**src/rtl/i_cache_refill.sv**
```systemverilog
// Instruction-cache miss handler: de-duplicates up to two line misses, bursts each line from memory,
// and writes the assembled line to the cache. Optional counters under I_CACHE_REFILL_PERF_EN.
`ifndef ADDR_WIDTH
`define ADDR_WIDTH 32
`endif

module i_cache_refill #(
   parameter int LINE_SIZE = 2
) (
   input  logic                        clk,
   input  logic                        reset,
   input  logic [1:0]                  miss_valid,
   input  logic [`ADDR_WIDTH-1:0]      miss_addr [2],
   input  logic                        flush,
   output logic                        mem_req_valid,
   input  logic                        mem_req_ready,
   output logic [`ADDR_WIDTH-1:0]      mem_req_addr,
   input  logic                        mem_resp_valid,
   input  logic [31:0]                 mem_resp_data,
   output logic [`ADDR_WIDTH-1:0]      fetch_addr,
   output logic                        fetch_addr_valid,
   output logic [32*LINE_SIZE-1:0]     fetched_data,
   output logic                        busy,
   output logic [1:0]                  state_dbg
`ifdef I_CACHE_REFILL_PERF_EN
   ,
   output logic [31:0]                 perf_refills,
   output logic [31:0]                 perf_dedup,
   output logic [31:0]                 perf_stall_cycles
`endif
);

   // Request handshake: mem_req_addr is held stable while mem_req_valid is high;
   // a transfer happens on the rising edge where mem_req_valid && mem_req_ready.
   localparam int AW  = `ADDR_WIDTH;
   localparam int OFF = 2 + $clog2(LINE_SIZE);
   localparam int CW  = (LINE_SIZE > 1) ? $clog2(LINE_SIZE) : 1;
   localparam logic [CW-1:0] LAST_BEAT = CW'(LINE_SIZE - 1);

   typedef enum logic [1:0] {IDLE, REQ, COLLECT, WRITE} state_t;

   state_t                          state_q, state_d;
   logic [1:0]                      slot_v_q, slot_v_d;
   logic [1:0][AW-1:0]              slot_a_q, slot_a_d;
   logic [CW-1:0]                   cnt_q, cnt_d;
   logic                            drop_q, drop_d;
   logic [LINE_SIZE-1:0][31:0]      line_q, line_d;
   logic [32*LINE_SIZE-1:0]         fdata_q, fdata_d;
   logic [AW-1:0]                   faddr_q, faddr_d;
   logic [AW-1:0]                   a0, a1;

   assign a0 = {miss_addr[0][AW-1:OFF], {OFF{1'b0}}};
   assign a1 = {miss_addr[1][AW-1:OFF], {OFF{1'b0}}};

   always_ff @(posedge clk or negedge reset) begin
      if (!reset) begin
         state_q  <= IDLE;
         slot_v_q <= '0;
         slot_a_q <= '0;
         cnt_q    <= '0;
         drop_q   <= 1'b0;
         line_q   <= '0;
         fdata_q  <= '0;
         faddr_q  <= '0;
      end else begin
         state_q  <= state_d;
         slot_v_q <= slot_v_d;
         slot_a_q <= slot_a_d;
         cnt_q    <= cnt_d;
         drop_q   <= drop_d;
         line_q   <= line_d;
         fdata_q  <= fdata_d;
         faddr_q  <= faddr_d;
      end
   end

   always_comb begin
      state_d          = state_q;
      slot_v_d         = slot_v_q;
      slot_a_d         = slot_a_q;
      cnt_d            = cnt_q;
      drop_d           = drop_q;
      line_d           = line_q;
      fdata_d          = fdata_q;
      faddr_d          = faddr_q;
      mem_req_valid    = 1'b0;
      mem_req_addr     = '0;
      fetch_addr_valid = 1'b0;
      case (state_q)
         IDLE: begin
            if (!flush && (|miss_valid)) begin
               state_d     = REQ;
               drop_d      = 1'b0;
               cnt_d       = '0;
               slot_v_d[0] = 1'b1;
               slot_a_d[1] = a1;
               if (miss_valid[0]) begin
                  slot_a_d[0] = a0;
                  slot_v_d[1] = miss_valid[1] && (a1 != a0);
               end else begin
                  slot_a_d[0] = a1;
                  slot_v_d[1] = 1'b0;
               end
            end
         end
         REQ: begin
            mem_req_valid = 1'b1;
            mem_req_addr  = slot_a_q[0];
            if (mem_req_ready) begin
               state_d = COLLECT;
               cnt_d   = '0;
               drop_d  = flush;
               if (flush) slot_v_d[1] = 1'b0;
            end else if (flush) begin
               state_d  = IDLE;
               slot_v_d = '0;
            end
         end
         COLLECT: begin
            if (flush) begin
               drop_d      = 1'b1;
               slot_v_d[1] = 1'b0;
            end
            if (mem_resp_valid) begin
               for (int k = 0; k < LINE_SIZE; k++) begin
                  if (cnt_q == CW'(k)) line_d[k] = mem_resp_data;
               end
               if (cnt_q == LAST_BEAT) begin
                  cnt_d = '0;
                  // A flush on the final beat abandons the line just like an earlier one.
                  if (drop_q || flush) begin
                     state_d  = IDLE;
                     slot_v_d = '0;
                     drop_d   = 1'b0;
                  end else begin
                     state_d = WRITE;
                     fdata_d = line_d;
                     faddr_d = slot_a_q[0];
                  end
               end else begin
                  cnt_d = cnt_q + 1'b1;
               end
            end
         end
         WRITE: begin
            fetch_addr_valid = 1'b1;
            if (flush) begin
               state_d  = IDLE;
               slot_v_d = '0;
            end else if (slot_v_q[1]) begin
               state_d     = REQ;
               slot_a_d[0] = slot_a_q[1];
               slot_v_d[1] = 1'b0;
            end else begin
               state_d     = IDLE;
               slot_v_d[0] = 1'b0;
            end
         end
         default: state_d = IDLE;
      endcase
   end

   assign fetch_addr   = faddr_q;
   assign fetched_data = fdata_q;
   assign busy         = (state_q != IDLE);
   assign state_dbg    = state_q;

`ifdef I_CACHE_REFILL_PERF_EN
   logic [31:0] refills_q, dedup_q, stall_q;

   always_ff @(posedge clk or negedge reset) begin
      if (!reset) begin
         refills_q <= '0;
         dedup_q   <= '0;
         stall_q   <= '0;
      end else begin
         if (state_q == WRITE && refills_q != '1) refills_q <= refills_q + 1'b1;
         if (state_q == IDLE && !flush && miss_valid == 2'b11 && a0 == a1 && dedup_q != '1)
            dedup_q <= dedup_q + 1'b1;
         if ((state_q == REQ || state_q == COLLECT) && stall_q != '1) stall_q <= stall_q + 1'b1;
      end
   end

   assign perf_refills      = refills_q;
   assign perf_dedup        = dedup_q;
   assign perf_stall_cycles = stall_q;
`endif

endmodule

```
**config.mk**
```make
export PLATFORM = sky130hd
export DESIGN_NAME = i_cache_refill
export DESIGN_NICKNAME = d
export VERILOG_FILES = /design/src/rtl/i_cache_refill.sv
export SDC_FILE = /design/constraint.sdc
export NUM_CORES = 1
export LEC_CHECK = 0
export BUFFER_PORTS_ARGS = -buffer_cell sky130_fd_sc_hd__buf_2
export CAP_MARGIN = 15
export CORE_MARGIN = 2
export CORE_UTILIZATION = 45
export DETAILED_ROUTE_END_ITERATION = 8
export MAX_ROUTING_LAYER = met4
export PLACE_DENSITY = 0.71
export SKIP_CTS_REPAIR_TIMING = 1
export SYNTH_ARGS = -nofsm -noshare
export SYNTH_HDL_FRONTEND = slang
export SYNTH_SLANG_ARGS = --single-unit
```
**constraint.sdc**
```tcl
create_clock -name clk -period 1.92 [get_ports clk]
set_input_delay 0.096 -clock clk [delete_from_list [all_inputs] [get_ports clk]]
set_output_delay 0.096 -clock clk [all_outputs]
set_load 0.005 [all_outputs]
```
---- After elaboration in Yosys (flattened, before gate mapping) ----
Index checks and enable logic that the tools add are counted.
cells by class
  $add $sub $neg .......................... 1
  equal/unequal tests ..................... 11
  multiplexer cells ....................... 41
  bitwise gates (word level) .............. 1
  reductions and logical operators ........ 17
operators by type and width
  operator                                             count
  2-to-1 mux 32 bit                                    7
  case mux 32 bit (2 select lines)                     1
  inequality test 29 bit                               1
  2-to-1 mux 2 bit                                     10
  2-to-1 mux 1 bit                                     19
  case mux 2 bit (4 select lines)                      2
  AND reduction 4 bit                                  4
  inequality test 2 bit, second input constant         6
  case mux 1 bit (3 select lines)                      2
  AND reduction 2 bit                                  3
  equality test 2 bit, second input constant           2
  nonzero test 2 bit                                   2
  inequality test 3 bit, second input constant         1
  AND reduction 3 bit                                  1
  nonzero test 3 bit                                   1
  equality test 2 x 1 -> 1 bit, second input constant  1
  logical AND 1 bit                                    2
  zero test 2 bit                                      1
  OR reduction 2 bit                                   1
  adder 1 bit, second input constant                   1
  zero test 1 bit                                      1
  logical OR 1 bit                                     1
  inverter 1 bit                                       1
word-level totals
  flip-flop bits (word level) ............. 226
  input bits .............................. 103
  word-level logic and storage cells ...... 81

---- Longest topological paths before layout ----
  depth in word-level cells ............... 5
  mapped depth ............................ 9
  depth with buffers taken out ............ 7

---- Worst setup path before layout ----
No wires, ideal clock.
  path kind ............................... register to register
  from .................................... register state_q[0] (netlist: state_dbg[0])
  to ...................................... register slot_a_q[53] (netlist name)
  arrival time ............................ 1.638 ns
  data required time ...................... 1.795 ns
  setup slack ............................. 0.157 ns
  stages on the path, launching flop included .. 8
  buffers on the path ..................... 2
  cells stage by stage .................... dfrtp_1 > inv_1 > ha_1 > inv_2 > or2_1 > buf_6 > buf_6 > mux2_4
between the ends
  word-level cells in the longest chain between the ends .. 2
RTL lines
  element                        RTL line  RTL
  start, declared                42        state_t state_q, state_d;
  start signal, assigned         66        state_q <= state_d;
  zero test 2 bit                89        case (state_q)
  AND reduction 2 bit (no line)  --
  end signal, assigned           68        slot_a_q <= slot_a_d;
  end, declared                  44        logic [1:0][AW-1:0] slot_a_q, slot_a_d;
Every way passes these cells.
A chain may end at the register's enable or synchronous reset.

---- Worst setup path in the final report ----
  from .................................... register state_q[0] (netlist: state_dbg[0])
  to ...................................... register slot_a_q[62] (netlist name)
Same word-level chain as after synthesis.

==> results.json <==
{
  "diodes": 0,
  "cap_violations": 0,
  "final_common_cell": "buf_2",
  "dr.pass1.iters": 4,
  "seq_area_frac_synth_pct": 56.6,
  "avgSynthCellArea_sq_um": 13.0,
  "synth.area.top_cells": "dfrtp_1 57%, mux2_2 20%, mux2i_1 3.6%",
  "fmaxAchievable_mhz": 552,
  "power_density_mw_per_mm2": 1200,
  "ys_seq_elements": 188,
  "synth.distinct_cells": 32,
  "use_met3_pct": 5.44,
  "setup_viol": 0,
  "startpoint": "state_dbg[0]$_DFFE_PN0P_",
  "worstSkewPairLatency_ns": 0.43,
  "vias": 5856,
  "grt_pass1_vias": 5561,
  "antenna_found_initial": 0,
  "critPathArrivalTime_ns": 2.13,
  "crit_type": "register to register",
  "startpoint_type": "register",
  "layout_min_cycle_time_ns": 1.81,
  "fin_tns_setup_ns": 0,
  "timing.rr.start": "state_dbg[0]$_DFFE_PN0P_",
  "met2_usage_pct": 30.5,
  "clockBufferDepth": 2,
  "dieArea_sq_mm": 0.0196,
  "holdCritPathClass": "input pin to register",
  "grt_setup_unrepaired": "yes",
  "sequentialPowerShare_pct": 43.7,
  "cts_tree": "done",
  "mostFrequentLayoutCells": "222 x buf_2, 188 x dfrtp_1, 146 x mux2_2",
  "grt_max_degree": 58,
  "postLayoutCellArea_sq_mm": 0.0111,
  "clock_sink_count": 188,
  "clk_pin_slew_ns": 0.08,
  "hold-worst-slack_ns": 0.0750,
  "dp.final_hpwl_um": 13300,
  "grt_use_total_pct": 19.8,
  "skew_ns": 0.00922,
  "internal_power_mw": 9.14,
  "fp.dieW_um": 140,
  "fin_crit_sh_pct": 94.4,
  "synth_top_area_share_pct": 56.6,
  "setup_ws_ns": 0.108,
  "r2r_cells": 6,
  "power_switching_mw": 4.13,
  "wirelength_um": 19200,
  "die_h_um": 140,
  "run_status": "completed",
  "grt_pass1_wl_um": 29800,
  "yosys.area.top_type": "dfrtp_1",
  "drive_gt1_share_pct": 46.6,
  "core_sq_mm": 0.0180,
  "utilization_pct": 61.4,
  "power_frac_comb_pct": 29.8,
  "drc": 0,
  "yosysWarnings": 0,
  "top_usage_layer": "met2",
  "num_io_pins": 236,
  "p_clk_share_pct": 26.5,
  "synth_cells": 640,
  "min_path_cells": 3,
  "endpoint_kind": "register",
  "vdd.ir_drop.worst_mv": 0.689,
  "numPlacedInstances": 1079,
  "power_leakage_nw": 5.78,
  "critPathMaxFanout": 29,
  "wl_per_cell_um": 16.3,
  "gp_congestion": 0.820,
  "final_cells": 1175,
  "num-fill-cells": 1453,
  "sw_frac_of_total_pct": 31.2,
  "worstMarginPinSlew_ns": 0.505,
  "worstHoldStart": "mem_resp_valid",
  "cts_root_buffer": "clkbuf_16",
  "overflow": 0,
  "finalHoldViolCount": 0,
  "htree_num_levels": 4,
  "pre_cts_slack_ns": 0.131,
  "power.total_mw": 13.3,
  "first_iter_violations": 231,
  "start_util_pct": 46.1,
  "netlist_area_sq_mm": 0.00831,
  "fin_nets": 1040,
  "maxSlewViolCount": 0,
  "required_ns": 2.24,
  "post_dp_cell_area_sq_mm": 0.00982,
  "antenna_left": 0,
  "synthToLayoutAreaGrowth_pct": 33.1,
  "rows": 49,
  "met1_usage_pct": 26.3,
  "io_buffers": 223,
  "numCtsBuffers": 17,
  "viasPerCell": 4.98,
  "slew_headroom_pct": 66.0
}
==> logic make-up after synthesis <==
kind of cell             share of synthesized area (%)
XOR/XNOR                                          3.06
adder cells (fa/ha/maj)                          0.602
buffers and inverters                             3.45
AO/OA/AOI/OAI                                     4.59
flip-flops                                        56.6
multiplexers                                      25.2
other                                           0.0451
AND/OR/NAND/NOR                                   6.47
==> power by group through the flow <==
stage	Clock [mW]	Combinational, mW	Sequential, mW
2_1_floorplan	0	2.44	5.67
3_3_place_gp	0	3.74	5.82
3_5_place_dp	0	3.84	5.86
4_1_cts	3.62	3.85	5.80
5_1_grt	3.76	4.41	5.96
6_report	3.51	3.96	5.80
==> critical path, cell delays in order (launching register included) <==
cell and delay (ns):
dfrtp_1 0.42, inv_1 0.12, ha_1 0.26, inv_2 0.06
or2_2 0.32, buf_12 0.18, mux2_4 0.31
==> registers in the layout, indices dropped and copies added, names as in the netlist <==
signal	count
slot_v_q	1
fetch_addr	29
cnt_q	1
line_q	32
drop_q	1
fetched_data	64
state_dbg	2
slot_a_q	58
==> area by class of cell <==
cell class	count	area, sq um	share of cell area, %
clock buffers	18	439	3.97
clock inverters	14	151	1.37
inverters	4	15.0	0.136
multi-input cells	411	3360	30.4
flip-flops and latches	188	4700	42.5
well taps	229	287	2.59
repair buffers	311	2110	19.0
==> routing by layer <==
layer,share of wire (%),vias to the layer above
met3,5.5,16
met5,0,-
li1,-,2794
met2,48,172
met1,45,2874
met4,0.89,0
==> path summary, 6_finish.rpt <==
path | endpoint | slack (ns)
worst max-delay path | slot_a_q[62]$_DFFE_PN0P_ | 0.11
worst min-delay path | cnt_q$_DFFE_PN0P_ | 0.08
worst max register to register | slot_a_q[62]$_DFFE_PN0P_ | 0.11
worst min register to register | fetched_data[19]$_DFFE_PN0P_ | 0.50
max in group asynchronous | slot_a_q[39]$_DFFE_PN0P_ | 1.09
min in group asynchronous | fetched_data[30]$_DFFE_PN0P_ | 0.23
==> cells in the mapped netlist <==
master     count
o21bai_1       1
buf_6          9
nor4_1         5
nand3b_1       1
mux2i_1       30
nand2_1       36
nand4_1        3
o21ai_1        1
clkbuf_1      12
a221o_1        1
nor3_1         1
or2_1          1
conb_1         1
a211oi_1       2
inv_2          1
and2_1        30
mux2_2       146
nand3_1        3
buf_2         13
nor2_1        35
inv_1          3
dfrtp_1      188
buf_4          8
xor2_1        19
a22o_1         2
o21ai_0       32
mux2_4        10
a21oi_1       30
o2bb2ai_1      1
xnor2_1       10
o31ai_1        1
ha_1           4
Power figures use the tool's default switching activity.
